### src/rtl/alu_ctrl_pkg.sv
// Shared constants and types for the EX-stage ALU controller and its
// iterative multiply/divide engine.
package alu_ctrl_pkg;

   // ALU control codes driven to the ALU
   localparam logic [3:0] ALUCTRL_AND = 4'b0000;
   localparam logic [3:0] ALUCTRL_OR  = 4'b0001;
   localparam logic [3:0] ALUCTRL_ADD = 4'b0010;
   localparam logic [3:0] ALUCTRL_SUB = 4'b0110;
   localparam logic [3:0] ALUCTRL_SLT = 4'b0111;
   localparam logic [3:0] ALUCTRL_OP4 = 4'b1000;
   localparam logic [3:0] ALUCTRL_OP5 = 4'b1001;
   localparam logic [3:0] ALUCTRL_OP6 = 4'b1010;
   localparam logic [3:0] ALUCTRL_OP7 = 4'b1011;

   // ALUOp values from the main decoder
   localparam int ALUOP_ADD    = 0;
   localparam int ALUOP_BRANCH = 1;
   localparam int ALUOP_RTYPE  = 3;
   localparam int ALUOP_OP4    = 4;
   localparam int ALUOP_OP5    = 5;
   localparam int ALUOP_OP6    = 6;
   localparam int ALUOP_OP7    = 7;

   // R-type funct values
   localparam int FUNCT_ADD   = 32;
   localparam int FUNCT_SUB   = 34;
   localparam int FUNCT_AND   = 36;
   localparam int FUNCT_OR    = 37;
   localparam int FUNCT_SLT   = 42;
   localparam int FUNCT_MFHI  = 16;
   localparam int FUNCT_MFLO  = 18;
   localparam int FUNCT_MULT  = 24;
   localparam int FUNCT_MULTU = 25;
   localparam int FUNCT_DIV   = 26;
   localparam int FUNCT_DIVU  = 27;

   // Multiply/divide engine state
   typedef enum logic [1:0] {
      ST_IDLE = 2'd0,
      ST_MUL  = 2'd1,
      ST_DIV  = 2'd2,
      ST_FIX  = 2'd3
   } md_state_e;

   // Decoded multiply/divide operation of the EX instruction
   typedef enum logic [2:0] {
      OP_NONE  = 3'd0,
      OP_MULT  = 3'd1,
      OP_MULTU = 3'd2,
      OP_DIV   = 3'd3,
      OP_DIVU  = 3'd4,
      OP_MFHI  = 3'd5,
      OP_MFLO  = 3'd6
   } md_op_e;

endpackage

### src/rtl/alu_ctrl_md_muldiv_seq.sv
// Sequential multiply/divide engine: shift-add multiply and restoring divide,
// one bit per cycle, on operand magnitudes; a final FIX cycle applies the
// result signs and writes HI/LO.
module muldiv_seq
   import alu_ctrl_pkg::*;
#(
   parameter int DATA_W = 32
) (
   input  logic              clk_i,
   input  logic              rst_i,
   input  logic              start_i,
   input  logic              is_div_i,
   input  logic              is_signed_i,
   input  logic [DATA_W-1:0] src1_i,
   input  logic [DATA_W-1:0] src2_i,
   output logic              busy_o,
   output logic [DATA_W-1:0] hi_o,
   output logic [DATA_W-1:0] lo_o
);

   localparam int CNT_W = $clog2(DATA_W);

   md_state_e state_q, state_d;

   logic [CNT_W-1:0]    cnt_q;
   logic [CNT_W-1:0]    cnt_nxt;
   logic                cnt_last;
   logic [DATA_W-1:0]   acc_q;      // product high half / partial remainder
   logic [DATA_W-1:0]   q_q;        // multiplier / dividend shifting to quotient
   logic [DATA_W-1:0]   m_q;        // multiplicand / divisor magnitude
   logic [DATA_W-1:0]   hi_q, lo_q;
   logic                is_div_q;
   logic                neg_lo_q, neg_hi_q;

   logic                s1, s2;
   logic [DATA_W-1:0]   mag1, mag2;
   logic                div_zero;
   logic [DATA_W:0]     mul_sum;
   logic [DATA_W:0]     div_shift;
   logic                div_ge;
   logic [DATA_W-1:0]   div_diff;
   logic [2*DATA_W-1:0] prod_fix;
   logic [DATA_W-1:0]   fix_hi, fix_lo;

   // Two's-complement negation when en is set
   function automatic logic [DATA_W-1:0] cond_neg(input logic [DATA_W-1:0] v,
                                                  input logic en);
      return en ? -v : v;
   endfunction

   function automatic logic [2*DATA_W-1:0] cond_neg2(input logic [2*DATA_W-1:0] v,
                                                     input logic en);
      return en ? -v : v;
   endfunction

   assign s1       = is_signed_i & src1_i[DATA_W-1];
   assign s2       = is_signed_i & src2_i[DATA_W-1];
   assign mag1     = cond_neg(src1_i, s1);
   assign mag2     = cond_neg(src2_i, s2);
   assign div_zero = is_div_i & (src2_i == '0);

   assign cnt_last = (cnt_q == CNT_W'(DATA_W - 1));
   assign cnt_nxt  = cnt_last ? '0 : cnt_q + 1'b1;

   // One multiply step: conditional add then shift {acc,q} right
   assign mul_sum   = {1'b0, acc_q} + (q_q[0] ? {1'b0, m_q} : '0);
   // One restoring-divide step: shift in next dividend bit, trial subtract
   assign div_shift = {acc_q, q_q[DATA_W-1]};
   assign div_ge    = (div_shift >= {1'b0, m_q});
   assign div_diff  = div_shift[DATA_W-1:0] - m_q;

   assign prod_fix = cond_neg2({acc_q, q_q}, neg_lo_q);
   assign fix_hi   = is_div_q ? cond_neg(acc_q, neg_hi_q) : prod_fix[2*DATA_W-1:DATA_W];
   assign fix_lo   = is_div_q ? cond_neg(q_q, neg_lo_q)   : prod_fix[DATA_W-1:0];

   // State register
   always_ff @(posedge clk_i) begin
      if (!rst_i) state_q <= ST_IDLE;
      else        state_q <= state_d;
   end

   // Next-state logic; divide by zero skips iteration entirely
   always_comb begin
      state_d = state_q;
      case (state_q)
         ST_IDLE: begin
            if (start_i) begin
               if (div_zero)      state_d = ST_FIX;
               else if (is_div_i) state_d = ST_DIV;
               else               state_d = ST_MUL;
            end
         end
         ST_MUL:  if (cnt_last) state_d = ST_FIX;
         ST_DIV:  if (cnt_last) state_d = ST_FIX;
         ST_FIX:  state_d = ST_IDLE;
         default: state_d = ST_IDLE;
      endcase
   end

   // Datapath: latch magnitudes/signs at accept, iterate, fix signs into HI/LO
   always_ff @(posedge clk_i) begin
      if (!rst_i) begin
         cnt_q    <= '0;
         acc_q    <= '0;
         q_q      <= '0;
         m_q      <= '0;
         hi_q     <= '0;
         lo_q     <= '0;
         is_div_q <= 1'b0;
         neg_lo_q <= 1'b0;
         neg_hi_q <= 1'b0;
      end else begin
         case (state_q)
            ST_IDLE: begin
               if (start_i) begin
                  cnt_q    <= '0;
                  is_div_q <= is_div_i;
                  if (is_div_i) begin
                     m_q <= mag2;
                     if (div_zero) begin
                        // FIX passes these through unchanged: HI = src1, LO = all ones
                        acc_q    <= src1_i;
                        q_q      <= '1;
                        neg_lo_q <= 1'b0;
                        neg_hi_q <= 1'b0;
                     end else begin
                        acc_q    <= '0;
                        q_q      <= mag1;
                        neg_lo_q <= s1 ^ s2;
                        neg_hi_q <= s1;
                     end
                  end else begin
                     acc_q    <= '0;
                     q_q      <= mag2;
                     m_q      <= mag1;
                     neg_lo_q <= s1 ^ s2;
                     neg_hi_q <= s1 ^ s2;
                  end
               end
            end
            ST_MUL: begin
               acc_q <= mul_sum[DATA_W:1];
               q_q   <= {mul_sum[0], q_q[DATA_W-1:1]};
               cnt_q <= cnt_nxt;
            end
            ST_DIV: begin
               acc_q <= div_ge ? div_diff : div_shift[DATA_W-1:0];
               q_q   <= {q_q[DATA_W-2:0], div_ge};
               cnt_q <= cnt_nxt;
            end
            ST_FIX: begin
               hi_q <= fix_hi;
               lo_q <= fix_lo;
            end
            default: ;
         endcase
      end
   end

   assign busy_o = (state_q != ST_IDLE);
   assign hi_o   = hi_q;
   assign lo_o   = lo_q;

endmodule

### src/rtl/alu_ctrl_md.sv
// EX-stage ALU controller: ALU control decode, md instruction decode,
// hazard stall toward IF/ID/EX and HI/LO read-out for mfhi/mflo.
module alu_ctrl_md
   import alu_ctrl_pkg::*;
#(
   parameter int DATA_W  = 32,
   parameter int FUNCT_W = 6,
   parameter int ALUOP_W = 3
) (
   input  logic               clk_i,
   input  logic               rst_i,
   input  logic               valid_i,
   input  logic [ALUOP_W-1:0] ALUOp_i,
   input  logic [FUNCT_W-1:0] funct_i,
   input  logic [DATA_W-1:0]  src1_i,
   input  logic [DATA_W-1:0]  src2_i,
   output logic [3:0]         ALUCtrl_o,
   output logic               stall_o,
   output logic               busy_o,
   output logic [DATA_W-1:0]  md_result_o
);

   md_op_e            md_op;
   logic              md_arith;
   logic              md_read;
   logic              start;
   logic              is_div;
   logic              is_signed;
   logic              busy;
   logic              stall;
   logic [DATA_W-1:0] hi, lo;

   // ALU control and md op decode; md functs leave ALUCtrl at its default
   always_comb begin
      ALUCtrl_o = ALUCTRL_AND;
      md_op     = OP_NONE;
      case (ALUOp_i)
         ALUOP_W'(ALUOP_ADD):    ALUCtrl_o = ALUCTRL_ADD;
         ALUOP_W'(ALUOP_BRANCH): ALUCtrl_o = ALUCTRL_SLT;
         ALUOP_W'(ALUOP_OP4):    ALUCtrl_o = ALUCTRL_OP4;
         ALUOP_W'(ALUOP_OP5):    ALUCtrl_o = ALUCTRL_OP5;
         ALUOP_W'(ALUOP_OP6):    ALUCtrl_o = ALUCTRL_OP6;
         ALUOP_W'(ALUOP_OP7):    ALUCtrl_o = ALUCTRL_OP7;
         ALUOP_W'(ALUOP_RTYPE): begin
            case (funct_i)
               FUNCT_W'(FUNCT_ADD):   ALUCtrl_o = ALUCTRL_ADD;
               FUNCT_W'(FUNCT_SUB):   ALUCtrl_o = ALUCTRL_SUB;
               FUNCT_W'(FUNCT_AND):   ALUCtrl_o = ALUCTRL_AND;
               FUNCT_W'(FUNCT_OR):    ALUCtrl_o = ALUCTRL_OR;
               FUNCT_W'(FUNCT_SLT):   ALUCtrl_o = ALUCTRL_SLT;
               FUNCT_W'(FUNCT_MULT):  md_op = OP_MULT;
               FUNCT_W'(FUNCT_MULTU): md_op = OP_MULTU;
               FUNCT_W'(FUNCT_DIV):   md_op = OP_DIV;
               FUNCT_W'(FUNCT_DIVU):  md_op = OP_DIVU;
               FUNCT_W'(FUNCT_MFHI):  md_op = OP_MFHI;
               FUNCT_W'(FUNCT_MFLO):  md_op = OP_MFLO;
               default: ;
            endcase
         end
         default: ;
      endcase
   end

   assign md_arith  = (md_op == OP_MULT) | (md_op == OP_MULTU) |
                      (md_op == OP_DIV)  | (md_op == OP_DIVU);
   assign md_read   = (md_op == OP_MFHI) | (md_op == OP_MFLO);
   assign is_div    = (md_op == OP_DIV)  | (md_op == OP_DIVU);
   assign is_signed = (md_op == OP_MULT) | (md_op == OP_DIV);

   // Any md instruction in EX waits while the engine is working
   assign stall = valid_i & (md_arith | md_read) & busy;
   assign start = valid_i & md_arith & ~busy;

   muldiv_seq #(
      .DATA_W (DATA_W)
   ) u_muldiv_seq (
      .clk_i       (clk_i),
      .rst_i       (rst_i),
      .start_i     (start),
      .is_div_i    (is_div),
      .is_signed_i (is_signed),
      .src1_i      (src1_i),
      .src2_i      (src2_i),
      .busy_o      (busy),
      .hi_o        (hi),
      .lo_o        (lo)
   );

   // HI/LO read port, zero unless a non-stalled mfhi/mflo is in EX
   always_comb begin
      md_result_o = '0;
      if (valid_i && !stall) begin
         if (md_op == OP_MFHI)      md_result_o = hi;
         else if (md_op == OP_MFLO) md_result_o = lo;
      end
   end

   assign stall_o = stall;
   assign busy_o  = busy;

endmodule

### config.mk
export PLATFORM = sky130hd
export DESIGN_NAME = alu_ctrl_md
export DESIGN_NICKNAME = d
export VERILOG_FILES = /design/src/rtl/alu_ctrl_pkg.sv /design/src/rtl/alu_ctrl_md_muldiv_seq.sv /design/src/rtl/alu_ctrl_md.sv
export SDC_FILE = /design/constraint.sdc
export NUM_CORES = 1
export LEC_CHECK = 0
export CAP_MARGIN = 20
export CORE_ASPECT_RATIO = 2
export CORE_UTILIZATION = 60
export CTS_CLUSTER_DIAMETER = 40
export DETAILED_ROUTE_END_ITERATION = 12
export DONT_BUFFER_PORTS = 1
export GPL_TIMING_DRIVEN = 0
export MAX_ROUTING_LAYER = met4
export PLACE_DENSITY = 0.78
export SYNTH_ARGS = -nofsm -noshare
export SYNTH_HDL_FRONTEND = slang
export SYNTH_SLANG_ARGS = --single-unit
### constraint.sdc
create_clock -name clk_i -period 3.13 [get_ports clk_i]
set_input_delay 0.1565 -clock clk_i [delete_from_list [all_inputs] [get_ports clk_i]]
set_output_delay 0.1565 -clock clk_i [all_outputs]
set_load 0.03 [all_outputs]
==> results by group, run 1 <==
Global routing
  • Total grt overflow: 3
  • First-pass GRT wire length: 116.0 mm
  • Number of global-route vias before repair: 18630
  • Pin count of the biggest net entering global routing: 17
  • Total track usage: 0.6271

Placed design
  • HPWL after DPL: 53.47 mm
  • Buffers on Ports: 0
  • Gpl congestion: approximately 1.1

Synthesis
  • Async SR Flop Fraction: 0
  • Adder-cell area share of the yosys netlist: 0.06505
  • Cell count after synthesis: 2047
  • Mux cell area share after synthesis: 0.02031
  • Top cells by area, synth: dfxtp_1, a21oi_1, ha_1, o21ai_0, xor2_1
  • Top-count cell post-synth: a21oi_1
  • Number of synthesized flops with an enable pin: 0
  • Synth Area in Compound Gates: 0.3237
  • Syn_nets: 2199
  • Distinct cells, synth: 86
  • Cell taking the most area after synthesis: dfxtp_1
  • Synth Area in XOR/XNOR: 0.1009
  • Top post-synthesis cells by count: a21oi_1, nor2_1, o21ai_0
  • #FFs+latches synth: 170
  • Syn Std Cell Area: 14850 µm²
  • YS warnings: 0
  • Share of the synthesized area in the top cell type: 0.2292
  • Sequential share of the synthesized area: 0.2292
  • Syn_area_per_cell: 7.254 µm²
  • Top_reg_cell synth: dfxtp_1
  • Post-synthesis simple-gate area fraction: 0.2051
  • Largest family of logic cells by synthesized area: compound AO/OA/AOI/OAI gates

Floorplanning
  • Row cnt: 81
  • I/O pin count: 114
  • Die Span Y: 224.5 µm
  • Die width: between 100 and 150 µm
  • Initial Util: 0.6104

Clocking
  • CTS buffer count: 17
  • Depth of the CTS H-tree: 4
  • Clk buf depth: 2
  • Clock sink count: 170
  • CTS Root Cell: clkbuf_16

Outcome
  • Halt Stage: 5_1_grt
  • Run status: did not finish
  • Log Error: [ERROR GRT-0116] Global routing finished with congestion. Check the congestion regions in the DRC Viewer.
repair_timing:
item | in CTS
setup endpoints to repair | 90
hold buffers | 21
pin swaps | 28
setup buffers | 35
cloned | 1
gates resized for setup | 159
hold endpoints to repair | 21
metal layers:
metal | GRT overflow | track usage
met4 | 0 | 0.6256
met2 | 3 | 0.8720
met5 | - | -
met3 | 0 | 0.3296
met1 | 0 | 0.6055
metrics by stage:
stage	hold WS [ns]	setup TNS (ns)	worst slack, ns	instance area [µm²]	cells
4_1_cts	0.001417	-0.03253	-0.03253	16820	2420
3_5_place_dp	0.3667	-42.30	-1.133	15230	2339
3_3_place_gp	0.3642	-42.74	-1.100	15210	2337
2_1_floorplan	0.3384	0	0.02014	14850	2047
cell families after synthesis:
family          after synthesis
compound gates              759
simple gates                632
buf+inv                     211
xor+xnor                    171
flops                       170
fa+ha+maj                    76
mux                          28
==> run 2, diff against run 1 <==
--- a/config.mk
+++ b/config.mk
@@ -6,14 +6,11 @@
 export NUM_CORES = 1
 export LEC_CHECK = 0
 export CAP_MARGIN = 20
-export CORE_ASPECT_RATIO = 2
-export CORE_UTILIZATION = 60
-export CTS_CLUSTER_DIAMETER = 40
+export CORE_UTILIZATION = 40
 export DETAILED_ROUTE_END_ITERATION = 12
 export DONT_BUFFER_PORTS = 1
 export GPL_TIMING_DRIVEN = 0
-export MAX_ROUTING_LAYER = met4
-export PLACE_DENSITY = 0.78
+export PLACE_DENSITY_LB_ADDON = 0.15
 export SYNTH_ARGS = -nofsm -noshare
 export SYNTH_HDL_FRONTEND = slang
 export SYNTH_SLANG_ARGS = --single-unit
==> constraint.sdc (replaced) <==
create_clock -name clk_i -period 4.1 [get_ports clk_i]
set_input_delay 0.205 -clock clk_i [delete_from_list [all_inputs] [get_ports clk_i]]
set_output_delay 0.205 -clock clk_i [all_outputs]
set_load 0.03 [all_outputs]
==> run 2 against run 1 <==
  * The run now ends clean
  * Synthesized area unchanged
  * Synthesized cell count is the same
==> results by group, run 2 <==
Outcome
  • Run status: finished clean (was did not finish)

Route
  • Drt wl/cell: 27.12 µm
  • Drt pass-1 iters: 5
  • Drt total wl: 69.57 mm
  • Detail Route Antenna Nets: 0
  • Vias per inst: 6.491
  • Via count: roughly 17000
  • Drt drc: 0
  • DRT iter0 DRCs: 2050

Cells and area
  • Most frequent cells in the layout: a21oi_1, nor2_1, o21ai_0, nand2_1, dfxtp_1
  • Fraction of layout cells with a size suffix above 1: 0.04912
  • Util after Layout: 0.4435
  • Diodes inserted: 0
  • Leading cell type in the layout, fill and taps excluded: a21oi_1
  • P&R area growth vs syn: 9.362%
  • NumNets Final: 2236

Floorplanning
  • Core area: 36610 µm²
  • Die Span Y: 194.7 µm (was 224.5 µm)
  • Die width: 194.7 µm (was 113.2 µm)
  • Initial Util: 0.4056 (was 0.6104)
  • Row cnt: 70 (was 81)
  • Die Area: 37890 µm²
  • I/O pin count: 114 (unchanged)

Synthesis
  • Top_reg_cell synth: dfxtp_1 (unchanged)
  • Top cells by area, synth: dfxtp_1, a21oi_1, ha_1, o21ai_0, xor2_1 (unchanged)
  • Share of the synthesized area in the top cell type: 0.2292 (unchanged)
  • Top-count cell post-synth: a21oi_1 (unchanged)
  • YS warnings: 0 (unchanged)
  • Sequential share of the synthesized area: 0.2292 (unchanged)
  • Cell taking the most area after synthesis: dfxtp_1 (unchanged)
  • Cell count after synthesis: 2047 (unchanged)
  • #FFs+latches synth: 170 (unchanged)
  • Syn Std Cell Area: 14850 µm² (unchanged)
  • Async SR Flop Fraction: 0 (unchanged)
  • Syn_area_per_cell: 7.254 µm² (unchanged)
  • Syn_nets: 2199 (unchanged)
  • Number of synthesized flops with an enable pin: 0 (unchanged)
  • Top post-synthesis cells by count: a21oi_1, nor2_1, o21ai_0 (unchanged)
  • Distinct cells, synth: 86 (unchanged)

Worst setup path
  • Reg-to-Reg Start: u_muldiv_seq.state_q[0]
  • Req. time, crit path: 4.41 ns
  • Setup CP Type: reg -> reg
  • Crit. Startpoint: u_muldiv_seq.state_q[0]
  • Critical Path Fanout Max: 10
  • Setup slack, reg-to-reg: about 0.014 ns
  • Reg2Reg Depth: 8
  • R2r endpoint: u_muldiv_seq.q_q[8]
  • Crit path capture type: flip-flop
  • Worst Setup Start Kind: flip-flop
  • Crit path DAT: 4.40 ns

Clocking
  • Reg clk slew, reported paths: around 0.070 ns
  • CTS buffer count: 17 (unchanged)
  • Latest clock arrival within the worst-skew pair: 0.46 ns
  • CTS Root Cell: clkbuf_16 (unchanged)
  • CTS tree: yes
  • Clock sink count: 170 (unchanged)
  • Clk buf depth: 2 (unchanged)
  • Depth of the CTS H-tree: 4 (unchanged)

Global routing
  • Number of global-route vias before repair: 15440
  • Initial antenna violation count: 0
  • Total grt overflow: 0
  • First-pass GRT wire length: 102.3 mm
  • Total track usage: 0.3634
  • Pin count of the biggest net entering global routing: 17

Flow run
  • Max-Cap Viols: 0

STA
  • Actual slew at the worst max-slew pin: 1.086 ns
  • Max Clock Freq: ~240 MHz
  • Final setup margin: between 0.01 and 0.015 ns
  • Fin crit period: 4.086 ns
  • RSZ-0062 raised after global routing: no
  • Final Hold Fails: 0
  • Layout Skew: 0.01612 ns
  • Final setup vio count: 0
  • Final period util: 0.9965
  • Fin. max-slew vios: 0
  • Relative slew slack: 0.2701

Placed design
  • Placement Setup Slack: -0.4109 ns (was -1.133 ns)
  • Buffers on Ports: 0 (unchanged)
  • HPWL after DPL: 54.68 mm (was 53.47 mm)
  • Gpl congestion: 0.9897 (was 1.135)

Min path
  • Hold Crit Start: src1_i[29]
  • Hold WC Path Type: in -> reg
  • Hold depth: 2
  • Sink of the worst hold path: u_muldiv_seq.acc_q[29]

Pwr
  • P per Cell Area: 251.2 nW/µm²
  • Pleak: 6.021 nW
  • Worst ir drop on vdd: 0.0003798 V
-- run 2: cell counts after synthesis --
No cell type changed its count.
-- run 2: repair_timing --
item / CTS / global route
hold buffers: 11 / 0
resized for setup: 4 / 11
endpoints found under the hold margin: 11 / 0
endpoints found under the setup margin: 15 / 15
pin swaps: 0 / 1
setup buffers: 0 / 4
-- run 2: final cells by class --
class                   count  area (µm²)
clock buffers              20       456.7
well taps                 468       585.6
plain buffers             135       550.5
fillers                  3821       20370
inverters                  75       285.3
repair buffers             19       163.9
multi-input cells        1666       10640
clock inverters            12       147.6
flip-flops and latches    170        3405
-- run 2: cell families after synthesis --
family / synth area share
simple gates: 0.2051
mux: 0.02031
fa+ha+maj: 0.06505
buf+inv: 0.05578
xor+xnor: 0.1009
compound gates: 0.3237
flops: 0.2292
-- run 2: power breakdown --
| group | internal (mW) | total, mW | switching (mW) |
|---|---|---|---|
| Sequential | 1.66 | 1.68 | 0.0184 |
| Clock | 0.949 | 1.73 | 0.776 |
| Combinational | 0.220 | 0.678 | 0.458 |
| Total | 2.83 | 4.08 | 1.25 |
-- run 2: per-layer routing --
layer	global-route usage	routed length [µm]
met5	0	0
met4	0.1649	3496
met3	0.07513	7483
met2	0.5354	28990
met1	0.5055	29600
-- run 2: worst max path at each step --
stage	end	slack, ns	cells past startpoint
floorplan	u_muldiv_seq.acc_q[29]	0.91	13
finish	u_muldiv_seq.q_q[8]	0.01	8
CTS	u_muldiv_seq.acc_q[23]	0.04	14
detailed placement	u_muldiv_seq.acc_q[23]	-0.41	14
global placement	u_muldiv_seq.acc_q[23]	-0.81	13
global route	u_muldiv_seq.acc_q[30]	0.009	11
-- run 2: per-stage QoR --
step	hold WS [ns]	TNS (ns)	power, mW	cells	cell area (µm²)
finish	0.02256	0	4.079	2565	16240
global route	0.02925	0	4.183	2565	16240
CTS	0.0007735	0	4.063	2561	16180
detailed placement	0.4195	-2.378	2.349	2518	15460
global placement	0.4085	-5.253	2.349	2515	15430
floorplan	0.3869	0	2.129	2047	14850
-- run 2: critical path, cell delays in order, from the launching register on --
cell and delay, ns:
dfxtp_1 0.35, inv_1 0.09, ha_1 0.29, nand3_1 0.60
nand2_1 0.65, clkbuf_1 0.57, clkbuf_1 0.77, clkbuf_1 0.47
a21oi_1 0.14
No activity file was read; power rests on OpenSTA's default activity.
==> run 3, diff against run 2 <==
--- a/config.mk
+++ b/config.mk
@@ -10,7 +10,7 @@
 export DETAILED_ROUTE_END_ITERATION = 12
 export DONT_BUFFER_PORTS = 1
 export GPL_TIMING_DRIVEN = 0
-export PLACE_DENSITY_LB_ADDON = 0.15
+export PLACE_DENSITY = 0.6
 export SYNTH_ARGS = -nofsm -noshare
 export SYNTH_HDL_FRONTEND = slang
 export SYNTH_SLANG_ARGS = --single-unit
==> run 3 against run 2 <==
  * Wire length down 0.49%
  * Sequential power barely moved
  * Critical path depth up 5
  * Register-to-register slack improved by 0.12 ns
  * Worst setup slack improved by 0.12 ns
  * First-iteration DRC count is essentially flat
  * Hold slack got worse by 0.014 ns
  * Flip-flop and latch count is the same
  * Cell count unchanged
  * Clock skew increased by 0.0064 ns
  * Combinational power barely moved
  * Highest routed layer unchanged
==> results by group, run 3 (synthesis results as in run 2) <==
Outcome
  • Run status: finished clean (unchanged)

Placed design
  • HPWL after DPL: 54.72 mm (was 54.68 mm)
  • Placement Setup Slack: -0.4382 ns (was -0.4109 ns)
  • Buffers on Ports: 0 (unchanged)
  • Placed inst area: 15480 µm² (was 15460 µm²)
  • Gpl congestion: 1.030 (was 0.9897)

Cells and area
  • Leading cell type in the layout, fill and taps excluded: a21oi_1 (unchanged)
  • Most frequent cells in the layout: a21oi_1, nor2_1, o21ai_0, nand2_1, dfxtp_1 (unchanged)
  • Util after Layout: 0.4441 (was 0.4435)
  • P&R area growth vs syn: 9.505% (was 9.362%)
  • Fraction of layout cells with a size suffix above 1: 0.04769 (was 0.04912)
  • Fin area: 16260 µm² (was 16240 µm²)
  • NumNets Final: 2236 (unchanged)
  • Diodes inserted: 0 (unchanged)

Worst setup path
  • Setup CP Type: reg -> reg (unchanged)
  • Critical Path Fanout Max: 10 (unchanged)
  • Crit path DAT: 4.30 ns (was 4.40 ns)
  • Crit path capture type: flip-flop (unchanged)
  • Req. time, crit path: 4.43 ns (was 4.41 ns)
  • Setup slack, reg-to-reg: 0.13 ns (was 0.01 ns)
  • Worst Setup Start Kind: flip-flop (unchanged)

STA
  • Actual slew at the worst max-slew pin: 1.070 ns (was 1.086 ns)
  • Final period util: 0.9678 (was 0.9965)
  • Fin. max-slew vios: 0 (unchanged)
  • Max Clock Freq: 252.0 MHz (was 244.7 MHz)
  • RSZ-0062 raised after global routing: no (unchanged)
  • Relative slew slack: 0.2868 (was 0.2701)
  • Final setup margin: 0.1319 ns (was 0.01416 ns)
  • Final setup vio count: 0 (unchanged)
  • Layout Skew: 0.02248 ns (was 0.01612 ns)
  • Fin crit period: 3.968 ns (was 4.086 ns)
  • Final Hold Fails: 0 (unchanged)

Min path
  • Hold WC Path Type: in -> reg (unchanged)

Global routing
  • Total grt overflow: 0 (unchanged)
  • Initial antenna violation count: 0 (unchanged)
  • Total track usage: 0.3625 (was 0.3634)
  • Number of global-route vias before repair: 15580 (was 15440)
  • First-pass GRT wire length: 101.8 mm (was 102.3 mm)
  • Pin count of the biggest net entering global routing: 17 (unchanged)

Route
  • Drt drc: 0 (unchanged)
  • Drt wl/cell: 26.99 µm (was 27.12 µm)
  • Via count: 16610 (was 16650)
  • Detail Route Antenna Nets: 0 (unchanged)
  • DRT iter0 DRCs: 2048 (was 2050)
  • Drt total wl: 69.22 mm (was 69.57 mm)
  • Drt pass-1 iters: 7 (was 5)
  • Vias per inst: 6.476 (was 6.491)

Pwr
  • Worst ir drop on vdd: 0.0002876 V (was 0.0003798 V)
  • Total power: 4.193 mW (was 4.079 mW)
  • Clock network fraction of total power: 0.438 (was 0.423)
  • Switching Share: 0.3052 (was 0.3070)
  • Pleak: 6.039 nW (was 6.021 nW)
  • Seq pwr share: 0.400 (was 0.411)
  • Switching Power: 1.280 mW (was 1.252 mW)
  • P per Cell Area: 257.9 nW/µm² (was 251.2 nW/µm²)
  • Int Pwr: 2.913 mW (was 2.827 mW)
  • Power share of the combinational group: 0.162 (was 0.166)

Flow run
  • Max-Cap Viols: 0 (unchanged)

Clocking
  • Clk buf depth: 2 (unchanged)
  • CTS buffer count: 17 (unchanged)
  • CTS tree: yes (unchanged)
  • Reg clk slew, reported paths: 0.09 ns (was 0.07 ns)
  • Latest clock arrival within the worst-skew pair: 0.47 ns (was 0.46 ns)
  • Depth of the CTS H-tree: 4 (unchanged)
  • Clock sink count: 170 (unchanged)
  • CTS Root Cell: clkbuf_16 (unchanged)

Floorplanning
  • Die width: 194.7 µm (unchanged)
  • Die Span Y: 194.7 µm (unchanged)
  • Row cnt: 70 (unchanged)
  • Initial Util: 0.4056 (unchanged)
  • Die Area: 37890 µm² (unchanged)
  • I/O pin count: 114 (unchanged)
  • Core area: 36610 µm² (unchanged)
[run 3: changes by cell type in the layout (fill, tap and decap cells not counted), sizes merged]
cell | before | now
bufinv | 2 | 4
clkbuf | 138 | 135
clkinv | 3 | 5
clkinvlp | 2 | 0
inv | 80 | 81
[run 3: layer usage]
layer  track usage  vias up  part of all wire
met5             0        -                 0
met4        0.1864        0             0.054
met3       0.07323      170              0.10
met2        0.5202      960              0.41
met1        0.5082     7889              0.44
li1              -     7591                 -
[run 3: cell type report]
cell class	instances	area (µm²)
clock inverters	15	209.0
repair buffers	18	160.2
well taps	468	585.6
inverters	75	281.5
plain buffers	136	554.3
multi-input cells	1666	10640
fillers	3838	20350
clock buffers	17	425.4
flip-flops and latches	170	3405
[run 3: timing repair]
action / 4_1_cts / 5_1_grt
setup endpoints to repair: 14 / 10
pin swaps: 0 / 1
gates cloned: 0 / 0
setup buffers: 0 / 2
gates resized for setup: 4 / 8
hold endpoints to repair: 11 / 0
hold buffers: 11 / 0
[run 3: through the flow]
stage	std cells	TNS [ns]	hold slack, ns
floorplan	2047	0	0.3869
global placement	2515	-4.403	0.4075
detailed placement	2520	-1.813	0.4158
CTS	2563	0	0.0001871
global route	2565	0	0.0006575
finish	2565	0	0.008645
[run 3: worst paths after layout]
path | start | to | cells past startpoint
setup / recovery | u_muldiv_seq.m_q[20] | u_muldiv_seq.acc_q[30] | 13
hold reg to reg | u_muldiv_seq.m_q[27] | u_muldiv_seq.m_q[27] | 2
hold / removal | src1_i[7] | u_muldiv_seq.acc_q[7] | 2
setup reg to reg | u_muldiv_seq.m_q[20] | u_muldiv_seq.acc_q[30] | 13
[run 3: power groups by stage]
stage / clock network [mW] / registers, mW / logic, mW
floorplan: 0 / 1.71 / 0.424
global placement: 0 / 1.71 / 0.641
detailed placement: 0 / 1.71 / 0.638
CTS: 1.83 / 1.68 / 0.655
global route: 1.90 / 1.68 / 0.720
finish: 1.84 / 1.68 / 0.681
[run 3: critical path: stages (launching register included)]
cell and delay, ns:
dfxtp_1 0.34, inv_1 0.14, ha_1 0.43, a21oi_1 0.29
o21ai_0 0.15, a2111oi_1 0.48, o2bb2ai_1 0.11, a21o_1 0.21
a221o_1 0.32, clkbuf_2 0.27, and2_1 0.24, clkbuf_1 0.28
a221oi_1 0.45, a211oi_1 0.12
